## src/rtl/lifo_pop_reader.sv

```systemverilog
// Purpose: read-side controller for a LIFO; pops N items (or drains to empty) and streams them out.
// Latency: pop strobe in cycle t, LIFO data captured at end of t+1, out_valid from cycle t+2.
// Backpressure: out_ready low holds the skid head; pops stop once outstanding + skid fill hits SKID_DEPTH.
// Optional feature: define LIFO_POP_READER_ABORT_EN to add an abort input that ends the pop phase early.
module lifo_pop_reader #(
    parameter int DATA_WIDTH  = 8,
    parameter int COUNT_WIDTH = 8,
    parameter int SKID_DEPTH  = 2
) (
    input  logic                   clock,
    input  logic                   reset,
    input  logic                   req_valid,
    input  logic [COUNT_WIDTH-1:0] req_count,
    output logic                   req_ready,
    output logic                   lifo_pop,
    input  logic [DATA_WIDTH-1:0]  lifo_data,
    input  logic                   lifo_val,
    input  logic                   lifo_empty,
`ifdef LIFO_POP_READER_ABORT_EN
    input  logic                   abort,
`endif
    output logic [DATA_WIDTH-1:0]  out_data,
    output logic                   out_valid,
    input  logic                   out_ready,
    output logic                   busy,
    output logic                   done,
    output logic                   underrun,
    output logic [COUNT_WIDTH-1:0] popped_count
);

    // Skid pointer width; SKID_DEPTH is a power of two so pointers wrap naturally.
    localparam int AW = (SKID_DEPTH > 1) ? $clog2(SKID_DEPTH) : 1;
    localparam logic [AW+1:0] SKID_LIMIT = (AW+2)'(SKID_DEPTH);
    localparam logic [AW:0]   SKID_FULL  = (AW+1)'(SKID_DEPTH);

    typedef enum logic [1:0] {
        IDLE  = 2'd0,
        ISSUE = 2'd1,
        FLUSH = 2'd2
    } state_t;

    state_t state;
    state_t state_nxt;

    // Command context
    logic [COUNT_WIDTH-1:0] remaining;
    logic                   drain_mode;
    logic                   outstanding;
    logic                   abort_req;
    logic                   underrun_hit;

    // Skid FIFO
    logic [DATA_WIDTH-1:0]  skid_mem [SKID_DEPTH];
    logic [AW-1:0]          skid_wr_ptr;
    logic [AW-1:0]          skid_rd_ptr;
    logic [AW:0]            skid_level;
    logic                   skid_push;
    logic                   skid_pop;
    logic                   skid_vld;

    // Credit: a pop reserves a skid slot until its response lands
    logic [AW+1:0]          inflight;
    logic                   credit;

`ifdef LIFO_POP_READER_ABORT_EN
    assign abort_req = abort;
`else
    assign abort_req = 1'b0;
`endif

    assign skid_vld  = (skid_level != '0);
    // A response is only accepted when a pop is actually in flight.
    assign skid_push = lifo_val && outstanding;
    assign skid_pop  = skid_vld && out_ready;
    assign inflight  = {1'b0, skid_level} + {{(AW+1){1'b0}}, outstanding};
    assign credit    = (inflight < SKID_LIMIT);

    // State register
    always_ff @(posedge clock) begin
        if (reset) begin
            state <= IDLE;
        end else begin
            state <= state_nxt;
        end
    end

    // Next-state: leave ISSUE on abort, count exhausted, or LIFO running dry
    always_comb begin
        state_nxt    = state;
        underrun_hit = 1'b0;
        case (state)
            IDLE: begin
                if (req_valid) begin
                    state_nxt = ISSUE;
                end
            end
            ISSUE: begin
                if (abort_req) begin
                    state_nxt = FLUSH;
                end else if (drain_mode) begin
                    if (lifo_empty && !lifo_pop) begin
                        state_nxt = FLUSH;
                    end
                end else if (remaining == '0) begin
                    state_nxt = FLUSH;
                end else if (lifo_empty) begin
                    state_nxt    = FLUSH;
                    underrun_hit = 1'b1;
                end
            end
            FLUSH: begin
                if (!outstanding && !skid_vld) begin
                    state_nxt = IDLE;
                end
            end
            default: state_nxt = IDLE;
        endcase
    end

    // Outputs: handshake flags, pop strobe, and the skid head (zero when empty)
    always_comb begin
        req_ready = (state == IDLE);
        busy      = (state != IDLE);
        lifo_pop  = (state == ISSUE) && !reset && !abort_req && !lifo_empty &&
                    credit && (drain_mode || (remaining != '0));
        out_valid = skid_vld;
        out_data  = skid_vld ? skid_mem[skid_rd_ptr] : '0;
    end

    // Command bookkeeping: latch count on accept, track pops, flag underrun, pulse done
    always_ff @(posedge clock) begin
        if (reset) begin
            remaining    <= '0;
            drain_mode   <= 1'b0;
            popped_count <= '0;
            underrun     <= 1'b0;
            outstanding  <= 1'b0;
            done         <= 1'b0;
        end else begin
            outstanding <= lifo_pop;
            done        <= (state == FLUSH) && (state_nxt == IDLE);
            if ((state == IDLE) && req_valid) begin
                remaining    <= req_count;
                drain_mode   <= (req_count == '0);
                popped_count <= '0;
                underrun     <= 1'b0;
            end else if (lifo_pop) begin
                if (!drain_mode) begin
                    remaining <= remaining - 1'b1;
                end
                if (popped_count != '1) begin
                    popped_count <= popped_count + 1'b1;
                end
            end
            if (underrun_hit) begin
                underrun <= 1'b1;
            end
        end
    end

    // Skid pointers and fill level; reset discards anything buffered
    always_ff @(posedge clock) begin
        if (reset) begin
            skid_wr_ptr <= '0;
            skid_rd_ptr <= '0;
            skid_level  <= '0;
        end else begin
            if (skid_push) begin
                skid_wr_ptr <= skid_wr_ptr + 1'b1;
            end
            if (skid_pop) begin
                skid_rd_ptr <= skid_rd_ptr + 1'b1;
            end
            skid_level <= skid_level + {{AW{1'b0}}, skid_push} - {{AW{1'b0}}, skid_pop};
        end
    end

    // Skid storage, written with the captured LIFO word
    always_ff @(posedge clock) begin
        if (skid_push) begin
            skid_mem[skid_wr_ptr] <= lifo_data;
        end
    end

    // A LIFO response with no pop in flight would be silently lost.
    a_no_orphan_val: assert property (@(posedge clock) disable iff (reset) lifo_val |-> outstanding);

    // Credit accounting must keep the skid from ever overflowing.
    a_no_skid_overflow: assert property (@(posedge clock) disable iff (reset)
        !(skid_push && !skid_pop && (skid_level == SKID_FULL)));

endmodule

```

## config.mk

```make
export PLATFORM = sky130hd
export DESIGN_NAME = lifo_pop_reader
export DESIGN_NICKNAME = d
export VERILOG_FILES = /design/src/rtl/lifo_pop_reader.sv
export SDC_FILE = /design/constraint.sdc
export NUM_CORES = 1
export LEC_CHECK = 0
export BUFFER_PORTS_ARGS = -buffer_cell sky130_fd_sc_hd__buf_2
export CELL_PAD_IN_SITES_DETAIL_PLACEMENT = 0
export CELL_PAD_IN_SITES_GLOBAL_PLACEMENT = 1
export CORE_UTILIZATION = 45
export DETAILED_ROUTE_END_ITERATION = 8
export PLACE_DENSITY_LB_ADDON = 0.1
export SYNTH_ARGS = -nofsm -noshare
export SYNTH_HDL_FRONTEND = slang
export SYNTH_SLANG_ARGS = --single-unit
```

## constraint.sdc

```tcl
create_clock -name clock -period 4.58 [get_ports clock]
set_input_delay 0.229 -clock clock [delete_from_list [all_inputs] [get_ports clock]]
set_output_delay 0.229 -clock clock [all_outputs]
set_load 0.05 [all_outputs]
```

Yosys cells after proc, flatten, opt, wreduce, memory -nomap -nowiden
Memory sizes are Yosys's and may differ from the RTL's. A register that Yosys moved wholly into a read port is not among the register bits. Cells that the tools add are included.

Add/sub/neg operators: 7. $lt $le $gt $ge: 1. Eq/ne operators: 4. Muxes and demuxes: 21. Reductions and logical operators: 28.

Operator list (number): 2-to-1 mux 8 bit (4); logical NOT 8 bit (2); 2-to-1 mux 2 bit (6); logical AND 1 bit (10); 2-to-1 mux 1 bit (10); adder 8 x 1 -> 8 bit, second input constant (1); != test 8 bit, second input constant (1); nonzero test 2 bit (4); nonzero test 8 bit (1); subtractor 8 x 1 -> 8 bit, second input constant (1); one-hot mux 2 bit (3 select lines) (1); logical NOT 1 bit (5); logical NOT 2 bit (2); AND reduction 2 bit (2); adder 2 x 1 -> 3 bit (1); < comparator 3 x 2 -> 1 bit, second input constant (1); adder 1 bit, second input constant (2); adder 2 x 1 -> 2 bit (1); equality test 2 x 1 -> 1 bit, second input constant (1); equality test 2 bit, second input constant (1); != test 2 x 1 -> 1 bit, second input constant (1); OR reduction 2 bit (1); subtractor 2 x 1 -> 2 bit (1); logical OR 1 bit (1).

Flip-flop bits (word level): 26. Bits in writable memories: 16. Input bits: 22. Output and inout bits: 22. Memories: 1.

Memory list: skid_mem (depth 2, width 8, read ports 1, clocked after memory_dff 1, wr ports 1, RTL line 53) `logic [DATA_WIDTH-1:0] skid_mem [SKID_DEPTH];`.

Longest topological paths before layout
Depth after elaboration: 12. Gate-level depth with buffers: 8.

Worst setup path before layout
Ideal clock, no wire load.

Kind: flip-flop to flip-flop. Start: register remaining[0]. End: register popped_count[6]. Arrival: 1.941 ns. Path slack: 2.470 ns. Stages on the path, launching flop included: 8. Path buffers: 1. Clock period less this slack: 2.110 ns. Cell sequence: dfxtp_1 inv_1 ha_1 nor3b_1 and3_1 buf_2 nor2_1 a211oi_1.

Cells in the longest elaborated chain, start to end: 4.

RTL lines: start: declaration (RTL line 46) `logic [COUNT_WIDTH-1:0] remaining;`; start signal: assignment (RTL line 143) `remaining <= req_count;`; start signal: assignment (RTL line 149) `remaining <= remaining - 1'b1;`; nonzero test 8 bit (RTL line 125) `credit && (drain_mode || (remaining != '0));`; logical OR 1 bit (RTL line 125); logical AND 1 bit (RTL line 125); net lifo_pop (RTL line 15) `output logic lifo_pop,`; AND reduction 2 bit (no line); end signal: assignment (RTL line 152) `popped_count <= popped_count + 1'b1;`; end: declaration (RTL line 28) `output logic [COUNT_WIDTH-1:0] popped_count`.

The timed path passes the listed nets, and every way through them passes these cells. A chain may end at the register's enable or synchronous reset.

Worst setup path after layout
Start: register remaining[0]. End: output port lifo_pop.

Cells in the longest elaborated chain, start to end: 3.

RTL lines (RTL line): nonzero test 8 bit (125); logical OR 1 bit (125); logical AND 1 bit (125); end: declaration (15).

Every way passes these cells.

==> impl_metrics.env <==
export IMPL_status="completed"
export IMPL_crit_fanout=9
export IMPL_wirelength_um=4320
export IMPL_die_w_um=70.1
export IMPL_core_um2=4410
export IMPL_fin_nets=271
export IMPL_path_delay_family="simple AND/OR/NAND/NOR gates"
export IMPL_end_kind="output port"
export IMPL_clk_latency_ns=0.30
export IMPL_slew_headroom_pct=54.0
export IMPL_first_global_vias=1587
export IMPL_setup_tns_ns=0
export IMPL_tightest_slew_ns=0.687
export IMPL_drive_gt1_share_pct=24.8
export IMPL_cts_max_level=2
export IMPL_syn_num_nets=228
export IMPL_tritoncts="done"
export IMPL_clock_sinks=43
export IMPL_cts_root_buf="clkbuf_8"
export IMPL_leakage_nw=0.949
export IMPL_crit_slowest_cell="and3_1"
export IMPL_synth_ff_type="dfxtp_1"
export IMPL_layout_min_cycle_time_ns=2.26
export IMPL_critical_path_class="reg -> out"
export IMPL_syn_area_um2=2080
export IMPL_slew_violations=0
export IMPL_arrival_ns=2.03
export IMPL_detail_route_antenna_nets=0
export IMPL_maxCapViolCount=0
export IMPL_fmax_mhz=443
export IMPL_cts_clk_slew_worst_paths_ns=0.09
export IMPL_seq_area_um2=1020
export IMPL_cp_slowest_stage_delay_ns=0.39
export IMPL_post_cts_buffers=0
export IMPL_yosysTopAreaCell="dfxtp_1"
export IMPL_area_growth_pct=16.0
export IMPL_ctsResizeCount=0
export IMPL_io_pins=44
export IMPL_synth_cell_types=46
export IMPL_timing_hold_ws_ns=0.115
export IMPL_dieArea_um2=4910
export IMPL_vias=1670
export IMPL_hold_buffers=0
export IMPL_grt_max_degree=22
export IMPL_period_share_pct=49.3
export IMPL_rows=24
export IMPL_pwr_density_cell_nw_per_um2=495
export IMPL_setup_violations_final=0
export IMPL_multi_input_area_um2=967
export IMPL_final_hold_viol_count=0
export IMPL_drc=0
export IMPL_dr_pass1_iters=4
export IMPL_syn_area_per_cell_um2=10.3
export IMPL_antenna_found_initial=0
export IMPL_start_util_pct=47.2
export IMPL_rsz0062_at_grt="no"
export IMPL_numCtsBuffers=5
export IMPL_grt_util_all_layers_pct=19.2
export IMPL_grt_overflow=0
export IMPL_worstSetupStartpointType="register"
export IMPL_finClkSkew_ns=0.00592
export IMPL_yosys_warnings=0
export IMPL_path_buf_inv=2
export IMPL_fill_cells=407
export IMPL_viasPerCell=5.60
export IMPL_syn_inst=202
export IMPL_peakVddDrop_v=0.000263
export IMPL_detail_route_wl_per_cell_um=14.5
export IMPL_ys_top_cells_by_area="dfxtp_1 (26%), edfxtp_1 (23%), mux2i_1 (6.2%)"
export IMPL_hpwlAfterDp_um=3190
export IMPL_async_flop_share_pct=0
export IMPL_diodes=0
export IMPL_first_iter_violations=86
export IMPL_hp_class="in -> reg"
export IMPL_ys_ff_latch=43
export IMPL_chipHeight_um=70.1
export IMPL_gp_congestion=0.813
export IMPL_grt_pass1_wl_um=7550
export IMPL_crit_chain="inv_1, ha_1, nor3b_1, and3_1, nor2_1, buf_2"
export IMPL_synth_top_area_share_pct=25.9
export IMPL_worstPathRequired_ns=4.35
export IMPL_yosysSeqAreaShare_pct=49.0
export IMPL_io_buffers=43
export IMPL_clock_tree_buffer_depth=2
export IMPL_synth_edf_count=16
placed cells by master (no fill, tap or decap), types with 5 or more instances in the layout:
cell | netlist | final
buf_2 | 2 | 43
nor2_1 | 28 | 28
dfxtp_1 | 27 | 27
edfxtp_1 | 16 | 16
nand2_1 | 15 | 15
mux2i_1 | 13 | 13
inv_1 | 10 | 10
nand3_1 | 8 | 8
a311oi_1 | 6 | 6
nor4_1 | 5 | 5
clkbuf_8 | 0 | 5
flip-flops by register name (all words and copies together), names as in the netlist, named ones only:
| signal | flops |
|---|---|
| done | 1 |
| drain_mode | 1 |
| outstanding | 1 |
| popped_count | 8 |
| remaining | 8 |
| skid_level | 2 |
| skid_mem | 16 |
| skid_rd_ptr | 1 |
| skid_wr_ptr | 1 |
| state | 2 |
| underrun | 1 |
cells by family after synthesis:
family | count (synthesis) | synth area share (%)
xor+xnor | 4 | 1.68
buf+inv | 17 | 4.62
fa+ha+maj | 4 | 2.40
compound gates | 28 | 10.9
mux | 13 | 6.24
simple gates | 93 | 25.2
flops | 43 | 49.0
power by group:
group	internal [mW]	switching, mW	leakage (nW)
sequential	0.426	0.0447	0.364
combinational	0.125	0.304	0.529
clock	0.163	0.135	0.0562
total	0.714	0.483	0.949
final cells by class:
class	count	area share, %
multi-input combinational	142	40.0
clock buffer	5	2.85
tap	52	2.69
timing repair buffer	43	8.90
clock inverter	3	1.76
sequential	43	42.2
inverter	10	1.55
layer usage:
layer / global-route usage [%] / part of all wire [%]
met5: 0 / 0
met2: 30.4 / 46
met4: 6.00 / 1.3
met3: 4.76 / 3.6
met1: 25.9 / 49
metrics by stage:
step	util [%]	area, um2	setup WS (ns)	instances	total power [mW]
after global routing	54.8	2420	2.24	298	1.26
final	54.8	2420	2.32	298	1.20
after CTS	54.8	2420	2.32	298	1.21
after global placement	52.2	2310	2.61	290	0.902
after floorplan	-	2080	2.47	202	0.817
after detailed placement	52.2	2310	2.52	290	0.911
synth_stat cells (2+ instances only):
library cell  count
nor3b_1           3
edfxtp_1         16
o21ai_0           4
nand3_1           8
buf_6             4
o31ai_1           2
buf_2             2
nand4_1           4
xor2_1            2
nor2_1           28
mux2i_1          13
a21oi_1           4
xnor2_1           2
and4_1            3
and2_1            2
nor4_1            5
dfxtp_1          27
or4_1             4
o2111ai_1         2
a31o_1            2
a311oi_1          6
nor3_1            4
nand2_1          15
or2_2             3
ha_1              4
and3_1            4
inv_1            10
final timing paths:
path	start	end	slack (ns)	cells past startpoint
worst max-delay path	remaining[0]	lifo_pop	2.32	6
worst min-delay path	lifo_data[7]	skid_mem[1][7]	0.11	1
worst max register to register	skid_level[0]	skid_level[1]	2.53	8
worst min register to register	underrun	underrun	0.48	1
worst reg2reg max path, stage by stage, from the launching register on:
cell and delay [ns]:
dfxtp_1 0.36, nor2_1 0.48, inv_1 0.17, and2_1 0.23, ha_1 0.28, inv_1 0.04
ha_1 0.17, xnor2_1 0.16, nor2_1 0.05
(Power assumes the default switching activity.)
